$ cat config.mk
export PLATFORM = sky130hd
export DESIGN_NAME = uart_vram_loader
export DESIGN_NICKNAME = d
export VERILOG_FILES = /design/src/rtl/uart_loader_pkg.sv /design/src/rtl/uart_rx_byte.sv /design/src/rtl/uart_vram_loader.sv
export SDC_FILE = /design/constraint.sdc
export NUM_CORES = 1
export LEC_CHECK = 0
export BUFFER_PORTS_ARGS = -buffer_cell sky130_fd_sc_hd__buf_2
export CAP_MARGIN = 10
export CORE_ASPECT_RATIO = 2
export CORE_MARGIN = 3
export CORE_UTILIZATION = 45
export DETAILED_ROUTE_END_ITERATION = 16
export MAX_ROUTING_LAYER = met4
export PLACE_DENSITY_LB_ADDON = 0.1
export SLEW_MARGIN = 5
export SYNTH_ARGS = -nofsm -noshare
export SYNTH_HDL_FRONTEND = slang
export SYNTH_SLANG_ARGS = --single-unit
$ cat constraint.sdc
create_clock -name clock -period 2.6 [get_ports clock]
set_input_delay 0.26 -clock clock [delete_from_list [all_inputs] [get_ports clock]]
set_output_delay 0.26 -clock clock [all_outputs]
set_load 0.03 [all_outputs]
$ cat src/rtl/uart_loader_pkg.sv
// Shared constants, state encodings and baud divisor helper for the UART VRAM loader.
// Optional build macro: UART_LOADER_CSUM_EN (adds a trailing checksum byte to each frame).
package uart_loader_pkg;

  localparam logic [7:0] SYNC_BYTE = 8'hA5;

  typedef logic [2:0] frame_state_t;
  localparam frame_state_t F_SYNC = 3'd0;
  localparam frame_state_t F_AHI  = 3'd1;
  localparam frame_state_t F_ALO  = 3'd2;
  localparam frame_state_t F_LEN  = 3'd3;
  localparam frame_state_t F_DATA = 3'd4;
  localparam frame_state_t F_CSUM = 3'd5;

  typedef logic [2:0] bit_state_t;
  localparam bit_state_t B_IDLE  = 3'd0;
  localparam bit_state_t B_START = 3'd1;
  localparam bit_state_t B_DATA  = 3'd2;
  localparam bit_state_t B_STOP  = 3'd3;
  localparam bit_state_t B_WAIT  = 3'd4;

  // Clocks per bit, rounded to nearest.
  function automatic int unsigned calc_div(input int unsigned clk_hz, input int unsigned baud);
    return (clk_hz + baud / 2) / baud;
  endfunction

endpackage

$ cat src/rtl/uart_rx_byte.sv
// 8N1 UART receiver: rx synchroniser plus bit FSM, one-clock byte_valid / frame_err pulses.
module uart_rx_byte
  import uart_loader_pkg::*;
#(
  parameter int unsigned DIV = 217
) (
  input  logic       clock,
  input  logic       reset_n,
  input  logic       rx,
  output logic [7:0] rx_data,
  output logic       byte_valid,
  output logic       frame_err
);

  localparam int unsigned CW = $clog2(DIV + 1);

  logic          rx_meta, rx_sync;
  bit_state_t    state_q, state_d;
  logic [CW-1:0] cnt_q, cnt_d;
  logic [2:0]    bit_q, bit_d;
  logic [7:0]    data_d;
  logic          valid_d, ferr_d;

  always_ff @(posedge clock or negedge reset_n) begin
    if (!reset_n) begin
      rx_meta    <= 1'b1;
      rx_sync    <= 1'b1;
      state_q    <= B_IDLE;
      cnt_q      <= '0;
      bit_q      <= '0;
      rx_data    <= '0;
      byte_valid <= 1'b0;
      frame_err  <= 1'b0;
    end else begin
      rx_meta    <= rx;
      rx_sync    <= rx_meta;
      state_q    <= state_d;
      cnt_q      <= cnt_d;
      bit_q      <= bit_d;
      rx_data    <= data_d;
      byte_valid <= valid_d;
      frame_err  <= ferr_d;
    end
  end

  // Every sample point after the start mid-bit is DIV clocks apart (counter runs DIV-1..0).
  always_comb begin
    state_d = state_q;
    cnt_d   = cnt_q;
    bit_d   = bit_q;
    data_d  = rx_data;
    valid_d = 1'b0;
    ferr_d  = 1'b0;
    case (state_q)
      B_IDLE: begin
        if (!rx_sync) begin
          state_d = B_START;
          cnt_d   = CW'(DIV / 2);
        end
      end
      B_START: begin
        if (cnt_q != '0) begin
          cnt_d = cnt_q - CW'(1);
        end else if (rx_sync) begin
          state_d = B_IDLE;
        end else begin
          state_d = B_DATA;
          cnt_d   = CW'(DIV - 1);
          bit_d   = 3'd0;
        end
      end
      B_DATA: begin
        if (cnt_q != '0) begin
          cnt_d = cnt_q - CW'(1);
        end else begin
          data_d = {rx_sync, rx_data[7:1]};
          cnt_d  = CW'(DIV - 1);
          bit_d  = bit_q + 3'd1;
          if (bit_q == 3'd7) state_d = B_STOP;
        end
      end
      B_STOP: begin
        if (cnt_q != '0) begin
          cnt_d = cnt_q - CW'(1);
        end else if (rx_sync) begin
          valid_d = 1'b1;
          state_d = B_IDLE;
        end else begin
          ferr_d  = 1'b1;
          state_d = B_WAIT;
        end
      end
      B_WAIT: begin
        if (rx_sync) state_d = B_IDLE;
      end
      default: state_d = B_IDLE;
    endcase
  end

endmodule

$ cat src/rtl/uart_vram_loader.sv
// UART frame loader: A5, ADDR_HI, ADDR_LO, LEN, data... written to RAM through a/d/we.
// Optional build macro: UART_LOADER_CSUM_EN (trailing checksum byte, done only on match).
module uart_vram_loader
  import uart_loader_pkg::*;
#(
  parameter int unsigned CLK_HZ  = 25000000,
  parameter int unsigned BAUD    = 115200,
  parameter int unsigned AW      = 15,
  parameter int unsigned TIMEOUT = 250000
) (
  input  logic          clock,
  input  logic          reset_n,
  input  logic          rx,
  output logic [AW-1:0] a,
  output logic [7:0]    d,
  output logic          we,
  output logic          busy,
  output logic          done,
  output logic          err
);

  localparam int unsigned DIV = calc_div(CLK_HZ, BAUD);
  localparam int unsigned TW  = $clog2(TIMEOUT + 1);

  logic [7:0] rx_data;
  logic       byte_valid, frame_err;

  uart_rx_byte #(.DIV(DIV)) u_rx (
    .clock      (clock),
    .reset_n    (reset_n),
    .rx         (rx),
    .rx_data    (rx_data),
    .byte_valid (byte_valid),
    .frame_err  (frame_err)
  );

  frame_state_t  state_q, state_d;
  logic [AW-1:0] addr_q, addr_d, a_d;
  logic [7:0]    ahi_q, ahi_d, d_d;
  logic [8:0]    cnt_q, cnt_d;
  logic [TW-1:0] tmo_q, tmo_d;
  logic          we_d, busy_d, done_d, err_d;
`ifdef UART_LOADER_CSUM_EN
  logic [7:0]    csum_q, csum_d;

  always_ff @(posedge clock or negedge reset_n) begin
    if (!reset_n) csum_q <= '0;
    else          csum_q <= csum_d;
  end
`endif

  always_ff @(posedge clock or negedge reset_n) begin
    if (!reset_n) begin
      state_q <= F_SYNC;
      addr_q  <= '0;
      ahi_q   <= '0;
      cnt_q   <= '0;
      tmo_q   <= '0;
      a       <= '0;
      d       <= '0;
      we      <= 1'b0;
      busy    <= 1'b0;
      done    <= 1'b0;
      err     <= 1'b0;
    end else begin
      state_q <= state_d;
      addr_q  <= addr_d;
      ahi_q   <= ahi_d;
      cnt_q   <= cnt_d;
      tmo_q   <= tmo_d;
      a       <= a_d;
      d       <= d_d;
      we      <= we_d;
      busy    <= busy_d;
      done    <= done_d;
      err     <= err_d;
    end
  end

  // Frame FSM; writes land one clock after the byte that carries them.
  always_comb begin
    state_d = state_q;
    addr_d  = addr_q;
    ahi_d   = ahi_q;
    cnt_d   = cnt_q;
    tmo_d   = '0;
    a_d     = a;
    d_d     = d;
    we_d    = 1'b0;
    done_d  = 1'b0;
    err_d   = err;
`ifdef UART_LOADER_CSUM_EN
    csum_d  = csum_q;
`endif

    if (state_q != F_SYNC && !byte_valid) begin
      if (tmo_q == TW'(TIMEOUT - 1)) begin
        state_d = F_SYNC;
        err_d   = 1'b1;
      end else begin
        tmo_d = tmo_q + TW'(1);
      end
    end

    if (byte_valid) begin
`ifdef UART_LOADER_CSUM_EN
      csum_d = csum_q + rx_data;
`endif
      case (state_q)
        F_SYNC: begin
          if (rx_data == SYNC_BYTE) begin
            state_d = F_AHI;
            err_d   = 1'b0;
`ifdef UART_LOADER_CSUM_EN
            csum_d  = '0;
`endif
          end
        end
        F_AHI: begin
          ahi_d   = rx_data;
          state_d = F_ALO;
        end
        F_ALO: begin
          addr_d  = AW'({ahi_q, rx_data});
          state_d = F_LEN;
        end
        F_LEN: begin
          cnt_d   = (rx_data == 8'h00) ? 9'd256 : {1'b0, rx_data};
          state_d = F_DATA;
        end
        F_DATA: begin
          we_d   = 1'b1;
          a_d    = addr_q;
          d_d    = rx_data;
          addr_d = addr_q + AW'(1);
          cnt_d  = cnt_q - 9'd1;
          if (cnt_q == 9'd1) begin
`ifdef UART_LOADER_CSUM_EN
            state_d = F_CSUM;
`else
            done_d  = 1'b1;
            state_d = F_SYNC;
`endif
          end
        end
`ifdef UART_LOADER_CSUM_EN
        F_CSUM: begin
          if (8'(csum_q + rx_data) == 8'h00) done_d = 1'b1;
          else                                err_d  = 1'b1;
          state_d = F_SYNC;
        end
`endif
        default: state_d = F_SYNC;
      endcase
    end

    if (frame_err) begin
      state_d = F_SYNC;
      err_d   = 1'b1;
    end

    busy_d = (state_d != F_SYNC);
  end

endmodule

==> impl_metrics.tcl, run 1 <==
set metrics [dict create \
    vias 4036 \
    setup_viol 0 \
    utilization_pct 51.69 \
    rows 54 \
    first_pass_iters 4 \
    status "finished, final reports clean" \
    critPathLaunch "u_rx.cnt_q[0]$_DFFE_PN0P_" \
    hp-class "input pin to flip-flop" \
    ys_seq_elements 105 \
    diodes 0 \
    power_density_nw_per_um2 517.1 \
    clockBufferDepth 2 \
    slew_headroom_pct 63.68 \
    rsz0062_at_grt "no" \
    synth_edf_count 0 \
    ant_nets 0 \
    setup_tns_ns 0 \
    syn_avg_cell_area_um2 9.425 \
    start_util_pct 46.56 \
    cts_max_level 3 \
    async_flop_share_pct 100.0 \
    drive_gt1_share_pct 13.94 \
    final_max_slew_viol_count 0 \
    cts_tree "yes" \
    post-route-period-util_pct 81.47 \
    tightestPinTransition_ns 0.5434 \
    gp_congestion 0.8356 \
    syn_inst 544 \
    clk_latency_ns 0.35 \
    whs_ns 0.03017 \
    cts.sinks 105 \
    yosysWarnings 0 \
    syn_area_um2 5127 \
    grt_pass1_wl_mm 20.05 \
    antenna_found_initial 0 \
    dp_hpwl_mm 8.694 \
    cp_max_fo 8 \
    fin_nets 579 \
    avgRoutedWirePerCell_um 16.75 \
    clock_skew_ns 0.006575 \
    synth_cell_type_count 61 \
    dpl.cell_count 697 \
    synth_nets 554 \
    p_leak_nw 2.703 \
    final_cells 714 \
    die-area_um2 12790 \
    vias_per_cell 5.653 \
    reg2reg_from "u_rx.cnt_q[0]$_DFFE_PN0P_" \
    drc 0 \
    timing.rr.end "u_rx.cnt_q[4]$_DFFE_PN0P_" \
    post_cts_buffers 0 \
    critPathLaunchType "flip-flop" \
    arrival_ns 2.36 \
    endpoint_kind "flip-flop" \
    fp.dieW_um 81.48 \
    crit_type "flip-flop to flip-flop" \
    rrSetupSlack_ns 0.48 \
    cts_made_buffers 9 \
    cts-root-buf "clkbuf_16" \
    seq_area_frac_synth_pct 51.29 \
    drt_iter0_markers 171 \
    core_region_area_um2 11010 \
    clk_pin_slew_ns 0.07 \
    max_freq_ghz 0.4721 \
    grt_max_degree 46 \
    portBuffers 29 \
    reg2regPathDepth 7 \
    first_global_vias 4080 \
    drt-total-wl_mm 11.96 \
    max-cap-violations 0 \
    cp.required_ns 2.84 \
    overflow 0 \
    synthFlopType "dfrtp_1" \
    syn_to_final_growth_pct 11.03 \
    max-vdd-ir-drop_mv 0.3650 \
    grt_usage_pct 20.97 \
    setup.worst_path.end "u_rx.cnt_q[4]$_DFFE_PN0P_" \
    dieHeight_um 157.0 \
    min_period_ns 2.118 \
    ios 30 \
    finalHoldViolCount 0 \
]
through the flow:
stage / power [mW] / instance area, um2 / worst slack [ns]
6_report: 2.944 / 5693 / 0.4818
5_1_grt: 3.064 / 5693 / 0.3008
2_1_floorplan: 1.670 / 5127 / 0.6506
3_5_place_dp: 1.712 / 5409 / 0.4731
4_1_cts: 2.980 / 5693 / 0.4679
3_3_place_gp: 1.712 / 5409 / 0.5743
registers in the layout, summed over array words and instances (netlist names), 7 cells and up:
| signal | count |
|---|---|
| u_rx.rx_data | 8 |
| ahi_q | 7 |
| tmo_q | 18 |
| d | 8 |
| a | 15 |
| addr_q | 15 |
| u_rx.cnt_q | 8 |
| cnt_q | 9 |
final cells by class:
type                       count  area [um2]
clock buffer                  10       229.0
multi-input combinational    404        2338
timing repair buffer          39       237.7
sequential                   105        2630
clock inverter                 6       45.04
tap                          140       175.2
inverter                      10       37.54
fill                        1047        5320
timing repair:
| item | in CTS | in global routing |
|---|---|---|
| hold buffers | 1 | 0 |
| hold endpoints to repair | 32 | 0 |
| resized for setup | 0 | 0 |
worst max-delay path: stages, from the launching register on:
cell	delay (ns)
dfrtp_1	0.34
inv_1	0.06
ha_1	0.23
or3b_4	0.29
o21ai_0	0.16
a21oi_1	0.51
o21ai_0	0.18
a21o_2	0.24
worst min path at each step:
stage,from,endpoint,slack [ns],cells past startpoint
3_5_place_dp,reset_n,cnt_q[3]$_DFFE_PN0P_,0.24,1
3_3_place_gp,reset_n,cnt_q[3]$_DFFE_PN0P_,0.24,1
5_1_grt,rx,u_rx.rx_meta$_DFF_PN1_,0.03,1
6_report,rx,u_rx.rx_meta$_DFF_PN1_,0.03,1
4_1_cts,rx,u_rx.rx_meta$_DFF_PN1_,0.03,1
2_1_floorplan,reset_n,a[0]$_DFFE_PN0P_,-0.04,0
synthesized netlist by cell type, types with 4 or more instances:
| cell type | instances | area share, % |
|---|---|---|
| a21oi_1 | 38 | 3.7 |
| a31oi_1 | 7 | 0.85 |
| and2_1 | 5 | 0.61 |
| and3_1 | 10 | 1.2 |
| and4_1 | 5 | 0.85 |
| buf_2 | 7 | 0.68 |
| clkbuf_1 | 16 | 1.2 |
| dfrtp_1 | 103 | 50 |
| ha_1 | 7 | 1.7 |
| inv_1 | 9 | 0.66 |
| mux2_2 | 9 | 2.0 |
| mux2_4 | 5 | 1.5 |
| nand2_1 | 99 | 7.2 |
| nand2b_1 | 5 | 0.61 |
| nand3_1 | 16 | 1.6 |
| nand4_1 | 12 | 1.5 |
| nor2_1 | 55 | 4.0 |
| nor3_1 | 12 | 1.2 |
| nor3b_1 | 4 | 0.59 |
| nor4_1 | 5 | 0.61 |
| o21a_1 | 4 | 0.59 |
| o21ai_0 | 33 | 3.2 |
| o22ai_1 | 6 | 0.73 |
| xnor2_1 | 9 | 1.5 |
| xor2_1 | 9 | 1.5 |
per-layer routing:
metal  global-route usage, %  share of wire (%)
met1                   22.49                 38
met2                   36.73                 55
met3                   2.864                2.2
met4                   10.56                4.0
met5                       -                  0
cells in the final DEF, fill, tap and decap left out, types with 3 or more instances in the layout:
cell        instances
o21a_1              4
o21ai_0            33
nor4_1              5
nor3_1             12
nand2b_1            5
inv_1               9
clkinvlp_4          3
a21o_1              3
mux2_2              9
buf_4               9
nor2_1             55
mux2_4              5
buf_2              28
xor2_1              9
xnor2_1             9
and4_1              5
a21oi_1            38
o22ai_1             6
o22a_1              3
nor3b_1             4
nand2_1            99
and3_1             10
clkbuf_16           9
a31oi_1             7
nand3_1            16
o2bb2ai_1           3
and2_1              5
ha_1                7
nand4_1            12
a22oi_1             3
dfrtp_1           103
power by group:
group          internal [mW]  switching (mW)
Combinational        0.00742          0.0352
Sequential              1.63        0.000849
Clock                  0.652           0.614
Total                   2.29           0.650
kinds of logic after synthesis:
family	count (synthesis)	share of synthesized area, %
multiplexers	15	3.636
adder cells (fa/ha/maj)	7	1.708
flip-flops	105	51.29
AND/OR/NAND/NOR	244	22.89
XOR/XNOR	18	3.075
AO/OA/AOI/OAI	120	14.30
buffers and inverters	35	3.099
Power figures use the tool's default switching activity.
==> inputs of run 2 (changes only) <==
clock period = 2 ns   (was 2.6 ns; I/O delays follow)
==> run 2 against run 1 <==
Setup slack worse by 0.43 ns. Fmax is 8.7% higher. Count of clock-buffer cells in the layout stayed put. Hold slack better by 0.32 ns. Cell count is 3.6% higher. Clock power is 39% higher. Register-to-register slack worse by 0.43 ns. Global-route usage is 1.0 points higher. Critical endpoint is now u_rx.rx_data[3]$_DFFE_PN0P_. Largest power group unchanged. Highest routed layer unchanged.
==> impl_metrics.tcl, run 2 (same netlist as run 1, synthesis figures left out) <==
set metrics [dict create \
    largest_reg_flops 18 \
    antenna_found_initial 0 \
    min_period_ns 1.949 \
    max-vdd-ir-drop_mv 0.4397 \
    syn_to_final_growth_pct 16.57 \
    status "finished, final reports clean" \
    p_leak_nw 2.872 \
    fin_ws_ns 0.05118 \
    cts_made_buffers 9 \
    clk_latency_ns 0.35 \
    grt_pass1_wl_mm 20.91 \
    cp_max_fo 6 \
    cts.sinks 105 \
    start_util_pct 46.56 \
    endpoint_kind "flip-flop" \
    setup_viol 0 \
    rsz0062_at_grt "yes" \
    first_global_vias 4271 \
    crit_buf_inv 1 \
    dpl.cell_count 719 \
    cp.required_ns 2.22 \
    cts_max_level 3 \
    fp.dieW_um 81.48 \
    die-area_um2 12790 \
    first_pass_iters 4 \
    clockBufferDepth 2 \
    grt_max_degree 43 \
    power_density_nw_per_um2 659.3 \
    max_stage_delay_ns 0.41 \
    post-route-period-util_pct 97.44 \
    dp_hpwl_mm 9.115 \
    final_cell_mix "dfrtp_1 (103), nand2_1 (98), nor2_1 (55)" \
    crit_type "flip-flop to flip-flop" \
    critPathLaunchType "flip-flop" \
    clock_skew_ns 0.01061 \
    setup_tns_ns 0 \
    reg.largest.list "tmo_q: 18 flops, a: 15 flops, addr_q: 15 flops" \
    ant_nets 0 \
    rows 54 \
    final_cells 740 \
    final_max_slew_viol_count 0 \
    vias 4134 \
    cts_tree "yes" \
    drt-total-wl_mm 12.21 \
    whs_ns 0.3551 \
    dieHeight_um 157.0 \
    largest_register "tmo_q" \
    dpl_worst_slack_ns -0.01335 \
    hp-class "flip-flop to flip-flop" \
    tightestPinTransition_ns 0.5742 \
    portBuffers 29 \
    max-cap-violations 0 \
    grt_usage_pct 21.97 \
    ios 30 \
    avgRoutedWirePerCell_um 16.50 \
    drt_iter0_markers 202 \
    fin_nets 605 \
    gp_congestion 0.8793 \
    crit_family "simple AND/OR/NAND/NOR gates" \
    max_freq_ghz 0.5131 \
    diodes 0 \
    crit_slowest_cell "or3b_4" \
    final_common_cell "dfrtp_1" \
    slew_headroom_pct 61.72 \
    crit_chain "inv_2, ha_4, or3b_4, nor3_4, nand3b_4, mux2_4" \
    arrival_ns 2.17 \
    drc 0 \
    clk_pin_slew_ns 0.07 \
    vias_per_cell 5.586 \
    core_region_area_um2 11010 \
    overflow 0 \
    drive_gt1_share_pct 19.17 \
    finalHoldViolCount 0 \
    cts-root-buf "clkbuf_16" \
]
[run 2: cell count changes in the layout (fill, tap and decap cells not counted), moves of 2 or more]
cell        previous run  this run
a21oi_1               38        35
a21oi_2                0         3
buf_4                  9        32
clkinvlp_4             3         5
inv_1                  9         7
inv_2                  0         2
[run 2: what timing repair did]
| action | 4_1_cts | 5_1_grt |
|---|---|---|
| endpoints found under the hold margin | 40 | 0 |
| gates cloned | 1 | 0 |
| hold buffers | 2 | 0 |
| setup buffers | 0 | 2 |
| endpoints found under the setup margin | 6 | 18 |
| pin swaps | 2 | 4 |
| resized for setup | 1 | 11 |
[run 2: final timing paths]
check | depth (start not counted) | slack [ns] | endpoint | from
worst max-delay path | 6 | 0.05 | u_rx.rx_data[3]$_DFFE_PN0P_ | u_rx.cnt_q[0]$_DFFE_PN0P_
max in group asynchronous | 3 | 0.94 | a[6]$_DFFE_PN0P_ | reset_n
worst min register to register | 0 | 0.36 | u_rx.rx_sync$_DFF_PN1_ | u_rx.rx_meta$_DFF_PN1_
worst min-delay path | 0 | 0.36 | u_rx.rx_sync$_DFF_PN1_ | u_rx.rx_meta$_DFF_PN1_
min in group asynchronous | 2 | 0.37 | cnt_q[5]$_DFFE_PN0P_ | reset_n
worst max register to register | 6 | 0.05 | u_rx.rx_data[3]$_DFFE_PN0P_ | u_rx.cnt_q[0]$_DFFE_PN0P_
[run 2: final cells by class]
type	instances	area [um2]
repair buffers	64	440.4
fillers	1015	5036
multi-input cells	405	2392
inverters	10	41.29
well taps	140	175.2
flip-flops and latches	105	2630
clock inverters	6	68.82
clock buffers	10	229.0
[run 2: power by group]
part	switching, mW	internal [mW]	leakage (nW)
clock network	0.782	0.973	0.131
logic	0.0465	0.0121	1.30
registers	0.00110	2.13	1.44
total	0.830	3.11	2.87
[run 2: through the flow]
step,utilization (%),power (mW),cell area (um2)
finish,54.27,3.941,5977
CTS,53.75,3.997,5919
floorplan,-,2.171,5127
global placement,50.73,2.226,5587
global route,54.27,4.087,5977
detailed placement,50.73,2.227,5587
[run 2: per-layer routing]
layer  routed length [um]  share of wire, %  global-route usage (%)
met5                    0                 0                       -
met4                  394               3.2                   9.831
met3                  295               2.4                   2.864
met2                 6954                57                   39.38
met1                 4563                37                   23.35
==> inputs of run 3 (changes only) <==
ABC_AREA = 0   (was default)
CORE_ASPECT_RATIO = 1.5   (was 2)
REMOVE_ABC_BUFFERS = 1   (was default)
==> run 3 against run 2 <==
Design area increased by 0.29%. Hold slack worse by 0.099 ns. Largest cell class unchanged. Cell count grew 0.95%. Count of clock-buffer cells in the layout unchanged. Largest power group unchanged. Register-to-register slack improved by 0.04 ns. Die area fell by 0.40%.
==> impl_metrics.tcl, run 3 (same netlist as run 1, synthesis figures left out) <==
set metrics [dict create \
    cts.sinks 105 \
    avgRoutedWirePerCell_um 15.22 \
    dpl_worst_slack_ns -0.06353 \
    drt_iter0_markers 265 \
    arrival_ns 2.15 \
    timing.rr.end "u_rx.rx_data[3]$_DFFE_PN0P_" \
    clock_skew_ns 0.01098 \
    ios 30 \
    reg2regPathDepth 4 \
    placed_cell_area_um2 5618 \
    tightestPinTransition_ns 0.4447 \
    post_cts_buffers 0 \
    clk_latency_ns 0.35 \
    syn_to_final_growth_pct 16.91 \
    cp.required_ns 2.24 \
    max_freq_ghz 0.5230 \
    p_leak_nw 2.879 \
    fp.dieW_um 93.16 \
    antenna_found_initial 0 \
    power_mw 4.208 \
    finalHoldViolCount 0 \
    crit_type "flip-flop to flip-flop" \
    utilization_pct 54.22 \
    cts_max_level 3 \
    first_pass_iters 4 \
    final_cells 747 \
    final_common_cell "dfrtp_1" \
    clockBufferDepth 2 \
    max-vdd-ir-drop_mv 0.4336 \
    post-route-period-util_pct 95.60 \
    portBuffers 29 \
    status "finished, final reports clean" \
    final_max_slew_viol_count 0 \
    dp_hpwl_mm 7.968 \
    critPathLaunchType "flip-flop" \
    fin_ws_ns 0.08806 \
    endpoint_kind "flip-flop" \
    whs_ns 0.2564 \
    hp-class "input pin to async pin" \
    dpl.cell_count 729 \
    vias 4075 \
    drt-total-wl_mm 11.37 \
    die-area_um2 12740 \
    power_density_nw_per_um2 702.0 \
    rrSetupSlack_ns 0.09 \
    fin_nets 605 \
    design_area_um2 5995 \
    ant_nets 0 \
    cts_made_buffers 9 \
    diodes 0 \
    start_util_pct 46.38 \
    slew_headroom_pct 69.94 \
    vias_per_cell 5.455 \
    core_region_area_um2 11060 \
    min_period_ns 1.912 \
    first_global_vias 4072 \
    clk_pin_slew_ns 0.07 \
    reg2reg_from "u_rx.cnt_q[6]$_DFFE_PN0P_" \
    cts-root-buf "clkbuf_16" \
    rsz0062_at_grt "no" \
    cp_max_fo 12 \
    reg.largest.list "tmo_q: 18 flops, a: 15 flops, addr_q: 15 flops" \
    overflow 0 \
    setup_tns_ns 0 \
    gp_congestion 0.8303 \
    rows 47 \
    dieHeight_um 136.7 \
    max-cap-violations 0 \
    grt_pass1_wl_mm 19.71 \
    cts_tree "yes" \
    drc 0 \
    grt_max_degree 47 \
    grt_usage_pct 20.02 \
    largest_register "tmo_q" \
    setup_viol 0 \
    final_cell_mix "dfrtp_1 (102), nand2_1 (99), nor2_1 (54)" \
    largest_reg_flops 18 \
    drive_gt1_share_pct 18.50 \
]
==> run 3: worst max path at each step <==
stage                         startpoint                     endpoint  cells after the start
2_1_floorplan       state_q[0]$_DFF_PN0_       addr_q[14]$_DFFE_PN0P_                      6
3_3_place_gp   u_rx.cnt_q[0]$_DFFE_PN0P_    u_rx.cnt_q[4]$_DFFE_PN0P_                      7
3_5_place_dp   u_rx.cnt_q[0]$_DFFE_PN0P_    u_rx.cnt_q[4]$_DFFE_PN0P_                      7
4_1_cts        u_rx.cnt_q[0]$_DFFE_PN0P_  u_rx.rx_data[3]$_DFFE_PN0P_                      6
5_1_grt        u_rx.cnt_q[1]$_DFFE_PN0P_  u_rx.rx_data[6]$_DFFE_PN0P_                      6
6_report       u_rx.cnt_q[6]$_DFFE_PN0P_  u_rx.rx_data[3]$_DFFE_PN0P_                      4
==> run 3: routing by layer <==
layer / GRT usage (%) / part of all wire, %
met3: 2.805 / 3.2
met1: 25.01 / 44
met2: 33.23 / 51
met5: - / 0
met4: 7.335 / 1.8
==> run 3: area by class of cell <==
class / instances / area (um2)
clock buffers: 10 / 229.0
clock inverters: 6 / 113.9
fillers: 1090 / 5061
inverters: 10 / 37.54
multi-input cells: 404 / 2351
flip-flops and latches: 105 / 2631
well taps: 147 / 183.9
repair buffers: 65 / 447.9
==> run 3: what timing repair did <==
action	CTS	global route
endpoints found under the hold margin	15	0
endpoints found under the setup margin	2	13
resized for setup	1	5
hold buffers	2	0
pin swaps	0	3
==> run 3: worst max-delay path: stages (launching register included) <==
cell,delay [ns]
dfrtp_1,0.42
or4_4,0.58
nor3_4,0.24
nand3b_4,0.22
mux2_4,0.34
==> run 3: power breakdown <==
part	leakage [nW]	switching, mW	internal (mW)
Clock	0.159	0.795	1.23
Combinational	1.28	0.0456	0.0122
Sequential	1.44	0.00156	2.13
Total	2.88	0.842	3.37
